[src/rtl/mk_design_pkg.sv]
// Shared definitions for the mk_design_param operand pipeline.
// MK_DESIGN_PARAM_SAT_EN selects a saturating start sum instead of a wrapping one.
package mk_design_pkg;

    localparam int DEF_WIDTH = 6;
    localparam int DEF_DEPTH = 4;
    localparam int DEF_CNTW  = $clog2(DEF_DEPTH + 1);

    // Widest operand the sum helper supports.
    localparam int SUM_MAXW  = 64;

    typedef logic [DEF_CNTW-1:0] occ_t;

    // Adds two operands of w significant bits and either wraps modulo 2^w or
    // clamps to all-ones on carry-out.
    function automatic logic [SUM_MAXW-1:0] sum_op(
        input logic [SUM_MAXW-1:0] a,
        input logic [SUM_MAXW-1:0] b,
        input int                  w
    );
        logic [SUM_MAXW:0] s;
        logic [SUM_MAXW:0] lim;
        s   = {1'b0, a} + {1'b0, b};
        lim = ((SUM_MAXW+1)'(1) << w) - (SUM_MAXW+1)'(1);
`ifdef MK_DESIGN_PARAM_SAT_EN
        if (s > lim) begin
            s = lim;
        end
`endif
        return SUM_MAXW'(s & lim);
    endfunction

endpackage

[src/rtl/mk_design_fifo.sv]
// Parametrised circular buffer holding queued sums for mk_design_param.
// Head is a non-destructive read of the oldest entry.
module mk_design_fifo
    import mk_design_pkg::*;
#(
    parameter int WIDTH = DEF_WIDTH,
    parameter int DEPTH = DEF_DEPTH,
    parameter int CNTW  = $clog2(DEPTH + 1)
) (
    input  logic             clk,
    input  logic             rst_n,
    input  logic             enq,
    input  logic [WIDTH-1:0] enq_data,
    input  logic             deq,
    output logic [WIDTH-1:0] head,
    output logic [CNTW-1:0]  occ,
    output logic             full,
    output logic             empty
);

    localparam int AW = (DEPTH > 1) ? $clog2(DEPTH) : 1;

    logic [WIDTH-1:0] mem [DEPTH];
    logic [AW-1:0]    rd_ptr;
    logic [AW-1:0]    wr_ptr;
    logic             do_enq;
    logic             do_deq;

    assign full   = (occ == CNTW'(DEPTH));
    assign empty  = (occ == '0);
    assign do_deq = deq & ~empty;
    // A full buffer can still accept a write when the head leaves on the same edge.
    assign do_enq = enq & (~full | do_deq);
    assign head   = mem[rd_ptr];

    // DEPTH is a power of two, so pointers wrap through natural overflow.
    always_ff @(posedge clk or negedge rst_n) begin
        if (!rst_n) begin
            rd_ptr <= '0;
            wr_ptr <= '0;
            occ    <= '0;
        end else begin
            if (do_enq) begin
                wr_ptr <= wr_ptr + 1'b1;
            end
            if (do_deq) begin
                rd_ptr <= rd_ptr + 1'b1;
            end
            case ({do_enq, do_deq})
                2'b10:   occ <= occ + CNTW'(1);
                2'b01:   occ <= occ - CNTW'(1);
                default: occ <= occ;
            endcase
        end
    end

    always_ff @(posedge clk) begin
        if (do_enq) begin
            mem[wr_ptr] <= enq_data;
        end
    end

endmodule

[src/rtl/mk_design_param.sv]
// Width/depth-configurable operand pipeline: start registers a sum, FIFO queues it,
// result peeks and check pops. MK_DESIGN_PARAM_SAT_EN makes the start sum saturate.
module mk_design_param
    import mk_design_pkg::*;
#(
    parameter int WIDTH = DEF_WIDTH,
    parameter int DEPTH = DEF_DEPTH,
    parameter int CNTW  = $clog2(DEPTH + 1)
) (
    input  logic             CLK,
    input  logic             RST_N,
    input  logic [WIDTH-1:0] start_a,
    input  logic [WIDTH-1:0] start_b,
    input  logic             STenable,
    output logic             RDY_start,
    input  logic [WIDTH-1:0] result_c,
    output logic [WIDTH-1:0] result,
    output logic             RDY_result,
    input  logic [WIDTH-1:0] check_d,
    input  logic             CHenable,
    output logic [WIDTH-1:0] check,
    output logic             RDY_check,
    output logic [CNTW-1:0]  count
);

    logic             rst_done;
    logic [WIDTH-1:0] stg;
    logic             stg_v;
    logic [WIDTH-1:0] stg_sum;
    logic             start_fire;
    logic             check_fire;
    logic             non_empty;
    logic [WIDTH-1:0] head;
    logic [CNTW-1:0]  occ;
    logic             fifo_full;
    logic             fifo_empty;
    logic [CNTW-1:0]  count_w;

    assign stg_sum = WIDTH'(sum_op(SUM_MAXW'(start_a), SUM_MAXW'(start_b), WIDTH));

    // Readiness comes from registered state only; a pop on this edge frees
    // its slot for start one cycle later.
    assign count_w    = occ + CNTW'(stg_v);
    assign RDY_start  = rst_done & ~fifo_full & (count_w < CNTW'(DEPTH));
    assign non_empty  = rst_done & ~fifo_empty;
    assign start_fire = STenable & RDY_start;
    assign check_fire = CHenable & non_empty;

    always_ff @(posedge CLK or negedge RST_N) begin
        if (!RST_N) begin
            rst_done <= 1'b0;
            stg      <= '0;
            stg_v    <= 1'b0;
        end else begin
            rst_done <= 1'b1;
            stg_v    <= start_fire;
            if (start_fire) begin
                stg <= stg_sum;
            end
        end
    end

    // A valid stage entry always moves on: either pushed out by a new start
    // or drained when start is idle.
    mk_design_fifo #(
        .WIDTH (WIDTH),
        .DEPTH (DEPTH),
        .CNTW  (CNTW)
    ) u_fifo (
        .clk      (CLK),
        .rst_n    (RST_N),
        .enq      (stg_v),
        .enq_data (stg),
        .deq      (check_fire),
        .head     (head),
        .occ      (occ),
        .full     (fifo_full),
        .empty    (fifo_empty)
    );

    assign RDY_result = non_empty;
    assign RDY_check  = non_empty;
    assign result     = non_empty ? (head + result_c) : '0;
    assign check      = non_empty ? (head ^ check_d) : '0;
    assign count      = count_w;

endmodule

[config.mk]
export PLATFORM = sky130hd
export DESIGN_NAME = mk_design_param
export DESIGN_NICKNAME = d
export VERILOG_FILES = /design/src/rtl/mk_design_pkg.sv /design/src/rtl/mk_design_fifo.sv /design/src/rtl/mk_design_param.sv
export SDC_FILE = /design/constraint.sdc
export NUM_CORES = 1
export LEC_CHECK = 0
export CORE_ASPECT_RATIO = 0.7
export CORE_MARGIN = 1.5
export CORE_UTILIZATION = 51
export DETAILED_ROUTE_END_ITERATION = 10
export MAX_ROUTING_LAYER = met4
export PLACE_DENSITY = 0.78
export SLEW_MARGIN = 40
export SYNTH_ARGS = -nofsm -noshare
export SYNTH_HDL_FRONTEND = slang
export SYNTH_HIERARCHICAL = 1
export SYNTH_SLANG_ARGS = --single-unit
[constraint.sdc]
create_clock -name CLK -period 3.64 [get_ports CLK]
set_clock_uncertainty 0.2 [all_clocks]
set_input_delay 0.728 -clock CLK [delete_from_list [all_inputs] [get_ports CLK]]
set_output_delay 0.728 -clock CLK [all_outputs]
set_load 0.03 [all_outputs]
After elaboration in Yosys (flattened, before gate mapping)

Memory sizes are Yosys's and may differ from the RTL's.
Cells that the tools add are included.

Register bits: 15
Memories kept: 1
Memory bits (writable): 24
Bits of input ports: 28
Output and inout bits: 18
Word-level logic and storage cells: 36

Memory list:

| name       | words | width | read ports | clocked after Yosys merged registers in | wr ports | line                 | source |
|---|---|---|---|---|---|---|---|
| u_fifo.mem | 4     | 6     | 1          | 0                                       | 1        | mk_design_fifo.sv:23 | `logic [WIDTH-1:0] mem [DEPTH];` |

Order comparisons: 1
Add/sub/neg operators: 7
Bitwise operators: 11
Reductions and logical operators: 2
Muxes and demuxes: 5
Equality and inequality tests: 3

Operators with widths:

| cell                  | count |
|---|---|
| $add A6 B6 Y6         | 2 |
| $mux W6               | 2 |
| $and A1 B1 Y1         | 7 |
| $pmux W3 S2           | 1 |
| $xor A6 B6 Y6         | 1 |
| $add A2 B1 Y2 const B | 2 |
| $add A3 B1 Y3         | 1 |
| $add A3 B1 Y3 const B | 1 |
| $eq A3 B3 Y1 const B  | 1 |
| $logic_not A3 Y1      | 1 |
| $lt A3 B3 Y1 const B  | 1 |
| $sub A3 B1 Y3 const B | 1 |
| $eq A2 B1 Y1 const B  | 1 |
| $eq A2 B2 Y1 const B  | 1 |
| $mux W1               | 2 |
| $not A1 Y1            | 2 |
| $reduce_bool A2 Y1    | 1 |
| $or A1 B1 Y1          | 1 |

Depth between registers and ports, before layout

Gate-level depths: netlist (run 1).

Word-level depth: 9
Depth in mapped cells: 12
Gate-level depth less buffers: 12

Cells and area by module

Netlist (run 1), hierarchy kept.

By module, submodules not included:

| module          | seq. area each (µm²) | area each (µm²) | cells an instance | instances |
|---|---|---|---|---|
| mk_design_fifo  | 895.9                | 1302.5          | 70                | 1 |
| mk_design_param | 200.2                | 834.6           | 84                | 1 |

Least setup slack after synthesis (run 1)

Ideal clock, no wire load.

Path kind: register to output
From: register u_fifo.rd_ptr[0]
To: output result[4]
Path slack: 211 ps
Cell stages (with the launch flop): 9
Buffers on the path: 1
Data arrival time: 2501 ps
Data required time: 2712 ps
Cells stage by stage: dfrtp_1 buf_2 mux4_2 ha_1 fa_1 a21o_1 a21oi_1 xor2_1 nor2_1

Cells in the longest elaborated chain, start to end: 3

RTL lines:

| what                   | line                  | source |
|---|---|---|
| start, declared        | mk_design_fifo.sv:24  | `logic [AW-1:0] rd_ptr;` |
| start signal, assigned | mk_design_fifo.sv:47  | `rd_ptr <= rd_ptr + 1'b1;` |
| $mem_v2 Z4 W6          | -                     |  |
| named net head[0]      | mk_design_param.sv:33 | `logic [WIDTH-1:0] head;` |
| $add A6 B6 Y6          | mk_design_param.sv:83 | `assign result = non_empty ? (head + result_c) : '0;` |
| $mux W6                | mk_design_param.sv:83 |  |
| end, declared          | mk_design_param.sv:17 | `output logic [WIDTH-1:0] result,` |

The timed path passes the listed nets, and every way through them passes these cells.

Worst setup path after layout (run 1)

From: register u_fifo.rd_ptr[0]
To: output result[3]

The elaborated chain is that of the path after synthesis.

==> results of run 1 <==
[metal layers]
metal  wire, um  GRT usage [%]
met2       1980           34.6
met5          0              -
met4         19           4.68
met3        251           4.32
met1       1820           23.7
[logic make-up after synthesis]
kind of cell,Yosys count,share of synthesized area (%)
AO/OA/AOI/OAI,19,6.26
XOR/XNOR,21,8.96
adder cells (fa/ha/maj),20,12.8
buffers and inverters,12,2.34
flip-flops,39,51.3
multiplexers,12,10.3
other,1,0.175
AND/OR/NAND/NOR,30,7.90
[stage by stage]
| stage | utilization, % | worst slack [ns] |
|---|---|---|
| 6_report | 69.4 | 0.120 |
| 5_1_grt | 69.4 | 0.00183 |
| 4_1_cts | 68.8 | 0.000279 |
| 3_5_place_dp | 66.4 | 0.0288 |
| 3_3_place_gp | 66.4 | 0.0594 |
| 2_1_floorplan | - | 0.211 |
[sequential cells by signal, summed over array words and instances (netlist names)]
| name | count |
|---|---|
| u_fifo/occ | 3 |
| u_fifo/wr_ptr | 2 |
| rst_done | 1 |
| stg_v | 1 |
| u_fifo/mem | 24 |
| u_fifo/rd_ptr | 2 |
| stg | 6 |
[layout make-up]
type / count / area [sq um]
clock buffers: 5 / 68.8
clock inverters: 3 / 25.0
fillers: 289 / 1220
inverters: 8 / 30.0
multi-input cells: 103 / 997
flip-flops and latches: 39 / 1100
well taps: 52 / 65.1
repair buffers: 48 / 469
[worst paths after layout]
kind                                         startpoint                           end  depth (start not counted)
min in group asynchronous                         RST_N  u_fifo/wr_ptr[1]$_DFFE_PN0P_                          1
max                        u_fifo/rd_ptr[0]$_DFFE_PN0P_                     result[3]                          8
min reg2reg                          stg[5]$_DFFE_PN0P_    u_fifo/mem[1][5]$_DFFE_PP_                          0
max in group asynchronous                         RST_N  u_fifo/rd_ptr[0]$_DFFE_PN0P_                          1
min                                  stg[5]$_DFFE_PN0P_    u_fifo/mem[1][5]$_DFFE_PP_                          0
max reg2reg                   u_fifo/occ[0]$_DFFE_PN0P_     u_fifo/occ[2]$_DFFE_PN0P_                         12
[synthesized netlist by cell type]
library cell and instances:
a2111o_1 1, a21oi_1 8, fa_1 3, nand2b_1 1, edfxtp_1 24, mux2_4 5, xor2_1 7, xor2_2 1
nand2_1 1, and2_1 3, inv_1 8, and2_2 4, o21ai_0 1, nor2_4 1, buf_2 1, nand3b_1 1
o21a_4 1, nor3_1 1, nand3_1 2, a21o_1 7, o31a_2 1, buf_4 1, mux4_2 6, buf_1 1
or3b_1 1, conb_1 1, nor2_1 11, nand4_1 3, xnor2_1 13, ha_1 17, clkbuf_1 1, mux2i_1 1
nor3b_1 1, dfrtp_1 15
[what timing repair did]
| item | CTS | global route |
|---|---|---|
| endpoints found under the setup margin | 4 | 3 |
| setup buffers | 1 | 1 |
| gates resized for setup | 3 | 6 |
| pin swaps | 0 | 0 |
[critical path, stage by stage, from the launching register on]
cell,delay [ns]
dfrtp_2,0.41
buf_4,0.13
mux4_2,0.56
ha_1,0.30
a21o_1,0.17
a21oi_1,0.17
xor2_1,0.16
nor2_1,0.05
clkdlybuf4s15_1,0.35
[where the power goes]
part           switching (W)  internal [W]  leakage, nW
clock network       0.000150      0.000137       0.0443
logic               0.000580      0.000528        0.683
registers           0.000126      0.000617        0.393
==> results by group, run 1 <==
Cells and area
  – Ratio of cells with drive above 1 in the final layout: approximately 17%
  – # diodes: 0
  – Layout area overhead: 28.9%
  – Final net count: 253
  – Commonest non-fill, non-tap cell in the layout: clkdlybuf4s50_1
  – Final Instance Count excl. Fillers: approximately 260
  – Final Instance Area: roughly 2800 sq um
  – Most frequent cells in the layout: 40 x clkdlybuf4s50_1, 24 x edfxtp_1, 17 x ha_1

GRT
  – Total GRT Usage: 19.8%
  – Initial antenna violation count: 0
  – Largest net degree at the start of global routing: 16
  – Remaining global-route overflow: 0
  – First-pass GRT wire length: 6520 um
  – Vias in the first global route: roughly 1.4k

Worst setup path
  – CP arrival: roughly 2.6 ns
  – CP Class: reg2out
  – CP endpoint kind: output port
  – Req. time, crit path: roughly 2.7 ns
  – Startpoint Class: register
  – Worst-path fanout max: 3
  – Reg2Reg Setup Slack: ~0.55 ns

Place
  – DP HPWL: about 3200 um
  – Port Buffers: 45
  – Area after DPL: 2640 sq um
  – Final weighted congestion in routability-driven placement: slightly below 0.8
  – Placed cells: around 250

Power
  – Tot Pwr: around 0.0021 W
  – Power Dens Cells: between 700 and 800 nW/um^2
  – Leak: between 1 and 1.5 nW
  – VDD IR max: just under 0.0005 V

Timing
  – Period Utilization, post-route: approximately 97%
  – Final setup violation count: 0
  – WHS: 0.333 ns
  – FMAX: 284 MHz
  – Endpoints failing hold: 0
  – Worst slew margin: 54.6%
  – Fin Setup TNS: 0 ns
  – Final min period: between 3 and 4 ns
  – Slew @ Worst Pin: 0.680 ns
  – Fin. max-slew vios: 0
  – RSZ-0062 raised after global routing: no

Logic synthesis
  – Synth top area cells: edfxtp_1 34%, dfrtp_1 18%, ha_1 10%, mux4_2 6.3%, xnor2_1 5.3%
  – Flops & latches, synth: 39
  – Count of cell types in the netlist: 34
  – Seq/Total Area, Yosys: 51.3%
  – Cell area after synthesis: roughly 2100 sq um
  – Post-synth top area cell: edfxtp_1
  – Syn Area/Cell: approximately 14 sq um
  – Synth Net Count: 202
  – Cell count after synthesis: around 150
  – Ys Warns: 6
  – Top-area cell type share of the netlist area: about a third

Detailed routing
  – Post-Route WL: approximately 4000 um
  – Vias per inst: 5.28
  – Post-route ant nets: 0
  – Via count: approximately 1.4k
  – Wirelength per Cell: 15.8 um
  – Iter 0 DRT Violations: a little over 90
  – TritonRoute pass-1 iters: 4
  – Drt drc: 0

Hold path
  – Worst hold path class: reg2reg

Floorplan
  – Core footprint: slightly below 4000 sq um
  – FP Rows: 19
  – Die Area: about 4600 sq um
  – Initial core utilization: 53.8%
  – Horiz. Die Dim: between 80 and 90 um
  – Die Ht: about 57 um
  – Io pins: 46

CTS
  – Longest Clk Path Bufs: 2
  – CTS Sinks: 39
  – CTS tree: built
  – Htree depth: 2
  – Clock root buffer: clkbuf_8
  – Worst skew pair latency: roughly 0.28 ns
  – Hold Buf Count CTS: 0
  – Number of CTS-inserted buffers: 5
  – Reg clk slew, reported paths: 0.08 ns

Status
  – Outcome: finished, final reports clean

Run
  – Max-cap viol count: 0
(Power assumes the default switching activity.)
==> run 2, diff against run 1 <==
Settings changed: CORE_UTILIZATION 51 to 52, CTS_BUF_LIST from default to sky130_fd_sc_hd__clkbuf_2, PLACE_DENSITY 0.78 to 0.8, RECOVER_POWER from default to 50.
==> run 2 against run 1 <==
  * Register-to-register slack got worse by 0.05 ns
  * Sequential power is 0.9% lower
  * Combinational power about the same
  * Fmax is 1.7% lower
  * Setup slack got worse by 0.062 ns
  * Critical path type unchanged
  * Hold slack gained 0.013 ns
  * First-iteration DRC count is 45% lower
  * Critical path depth is the same
  * Sequential cell count unchanged
  * Total power fell by 2.0%
  * Via count rose by 0.37%
==> results by group, run 2 (synthesized netlist as in run 1, its figures left out) <==
Worst setup path
  – Worst-path fanout max: 4
  – CP endpoint kind: output port
  – Slowest CP cell: mux4_2
  – Worst-path cell chain: mux4_2, ha_4, fa_2, a21o_1, a21oi_2, xor2_1, nor2_1, buf_4
  – CP peak stage delay: ~0.56 ns
  – Req. time, crit path: between 2 and 3 ns
  – Startpoint Class: register
  – CP arrival: 2.65 ns
  – CP Class: reg2out

Detailed routing
  – Post-Route WL: a little under 4000 um
  – Post-route ant nets: 0
  – Vias per inst: 5.26
  – Drt drc: 0
  – Via count: 1368
  – TritonRoute pass-1 iters: 4
  – Iter 0 DRT Violations: 50
  – Wirelength per Cell: 15.0 um

Timing
  – Endpoints failing hold: 0
  – Period Utilization, post-route: 98.4%
  – Final min period: between 3 and 4 ns
  – Final worst setup slack: between 0.05 and 0.06 ns
  – Final setup violation count: 0
  – FMAX: between 200 and 300 MHz
  – Slew @ Worst Pin: between 0.6 and 0.7 ns
  – RSZ-0062 raised after global routing: yes
  – Worst slew margin: approximately 56%
  – Fin. max-slew vios: 0

Place
  – DP HPWL: about 3000 um
  – Final weighted congestion in routability-driven placement: around 0.82
  – Port Buffers: 45
  – DP Worst Slack: between 0.02 and 0.03 ns
  – Area after DPL: approximately 2600 sq um

Power
  – Leak: ~1.1 nW
  – Psw: 0.000828 W
  – Power Dens Cells: around 770 nW/um^2
  – Clk pwr share: around 12%
  – Reg power frac: 35.1%
  – VDD IR max: 0.000372 V
  – Switching fraction of total power: approximately two fifths
  – Combinational power share: ~53%
  – Int Pwr: around 0.0013 W

Floorplan
  – Initial core utilization: between 50% and 60%
  – FP Rows: 19
  – Die Ht: 56.6 um
  – Horiz. Die Dim: 79.6 um
  – Die Area: approximately 4500 sq um
  – Io pins: 46
  – Core footprint: roughly 3900 sq um

Cells and area
  – Largest register FFs: 24
  – Commonest non-fill, non-tap cell in the layout: clkdlybuf4s50_1
  – Ratio of cells with drive above 1 in the final layout: 18.8%
  – # diodes: 0
  – Final net count: between 200 and 300
  – Layout area overhead: 28.0%
  – Largest registers: u_fifo/mem (24), stg (6), u_fifo/occ (3)
  – FF+latch area: approximately 1100 sq um
  – Filler cells: just under 300
  – Final Instance Area: approximately 2700 sq um
  – Most frequent cells in the layout: 39 x clkdlybuf4s50_1, 24 x edfxtp_1, 15 x ha_1
  – Multi-input combinational cell area: ~1000 sq um
  – Largest register by flop count: u_fifo/mem

Run
  – Max-cap viol count: 0

CTS
  – Clock root buffer: clkbuf_2
  – Htree depth: 2
  – Number of CTS-inserted buffers: 5
  – CTS tree: built
  – Reg clk slew, reported paths: 0.19 ns
  – Worst skew pair latency: a little under 0.4 ns
  – CTS Sinks: 39
  – Longest Clk Path Bufs: 2

GRT
  – First-pass GRT wire length: 6340 um
  – Initial antenna violation count: 0
  – Remaining global-route overflow: 0
  – Largest net degree at the start of global routing: 16
  – Vias in the first global route: roughly 1.4k
  – Total GRT Usage: approximately 20%

Hold path
  – Worst hold path class: reg2reg

Status
  – Outcome: finished, final reports clean
[run 2: cell count changes in the layout (fill, tap and decap cells not counted), sizes merged]
| cell | delta |
|---|---|
| buf | +3 |
| bufinv | +1 |
| clkdlybuf4s15 | -1 |
| clkdlybuf4s50 | -1 |
| clkinvlp | -1 |
| dlygate4sd3 | +1 |
[run 2: layout make-up]
| type | count | area share, % |
|---|---|---|
| Clock buffer | 5 | 0.914 |
| Clock inverter | 3 | 1.60 |
| Inverter | 8 | 1.10 |
| Multi-Input combinational cell | 103 | 36.5 |
| Sequential cell | 39 | 40.1 |
| Tap cell | 52 | 2.38 |
| Timing Repair Buffer | 50 | 17.4 |
[run 2: worst max-delay path, delay by kind of cell (launching register included)]
family	cells	cell delay, ns
muxes	1	0.56
buffers and inverters	1	0.18
DFF	1	0.44
adders and majority gates	2	0.57
and+or+nand+nor	1	0.05
AOI/OAI and AO/OA	2	0.32
xor gates and xnor gates	1	0.15
[run 2: final timing paths]
kind | start | end | slack, ns | depth (start not counted)
setup reg to reg | u_fifo/occ[0]$_DFFE_PN0P_ | u_fifo/occ[2]$_DFFE_PN0P_ | 0.50 | 12
setup / recovery | u_fifo/rd_ptr[0]$_DFFE_PN0P_ | result[4] | 0.06 | 8
hold reg to reg | stg[1]$_DFFE_PN0P_ | u_fifo/mem[1][1]$_DFFE_PP_ | 0.35 | 0
hold / removal | stg[1]$_DFFE_PN0P_ | u_fifo/mem[1][1]$_DFFE_PP_ | 0.35 | 0
max in group asynchronous | RST_N | u_fifo/rd_ptr[0]$_DFFE_PN0P_ | 2.21 | 1
min in group asynchronous | RST_N | u_fifo/wr_ptr[1]$_DFFE_PN0P_ | 0.58 | 1
[run 2: power by group through the flow]
stage | sequential [W] | clock, W | combinational, W
floorplan | 0.000686 | 0 | 0.000793
global placement | 0.000733 | 0 | 0.00104
detailed placement | 0.000751 | 0 | 0.00106
CTS | 0.000738 | 0.000259 | 0.00108
global route | 0.000755 | 0.000277 | 0.00120
finish | 0.000736 | 0.000254 | 0.00110
[run 2: what timing repair did]
action	in CTS	in global routing
gates resized for setup	9	5
pin swaps	0	5
setup endpoints to repair	5	3
hold buffers	0	0
buffers inserted	1	3
[run 2: metrics by stage]
step | setup TNS, ns | total power, W | hold WS, ns | utilization [%] | cells
3_3_place_gp | 0 | 0.00177 | 0.306 | 67.2 | 248
3_5_place_dp | 0 | 0.00181 | 0.315 | 67.2 | 248
4_1_cts | 0 | 0.00208 | 0.356 | 69.6 | 257
6_report | 0 | 0.00209 | 0.346 | 69.8 | 260
2_1_floorplan | 0 | 0.00148 | 0.232 | - | 154
5_1_grt | -0.0378 | 0.00223 | 0.379 | 69.8 | 260
[run 2: metal layers]
layer	wire length (um)	GRT usage, %	part of all wire, %	vias up
li1	-	-	-	660
met1	1720	25.7	44	638
met2	1840	29.8	47	62
met3	276	3.90	7.1	8
met4	71	9.52	1.8	0
met5	0	-	0	-
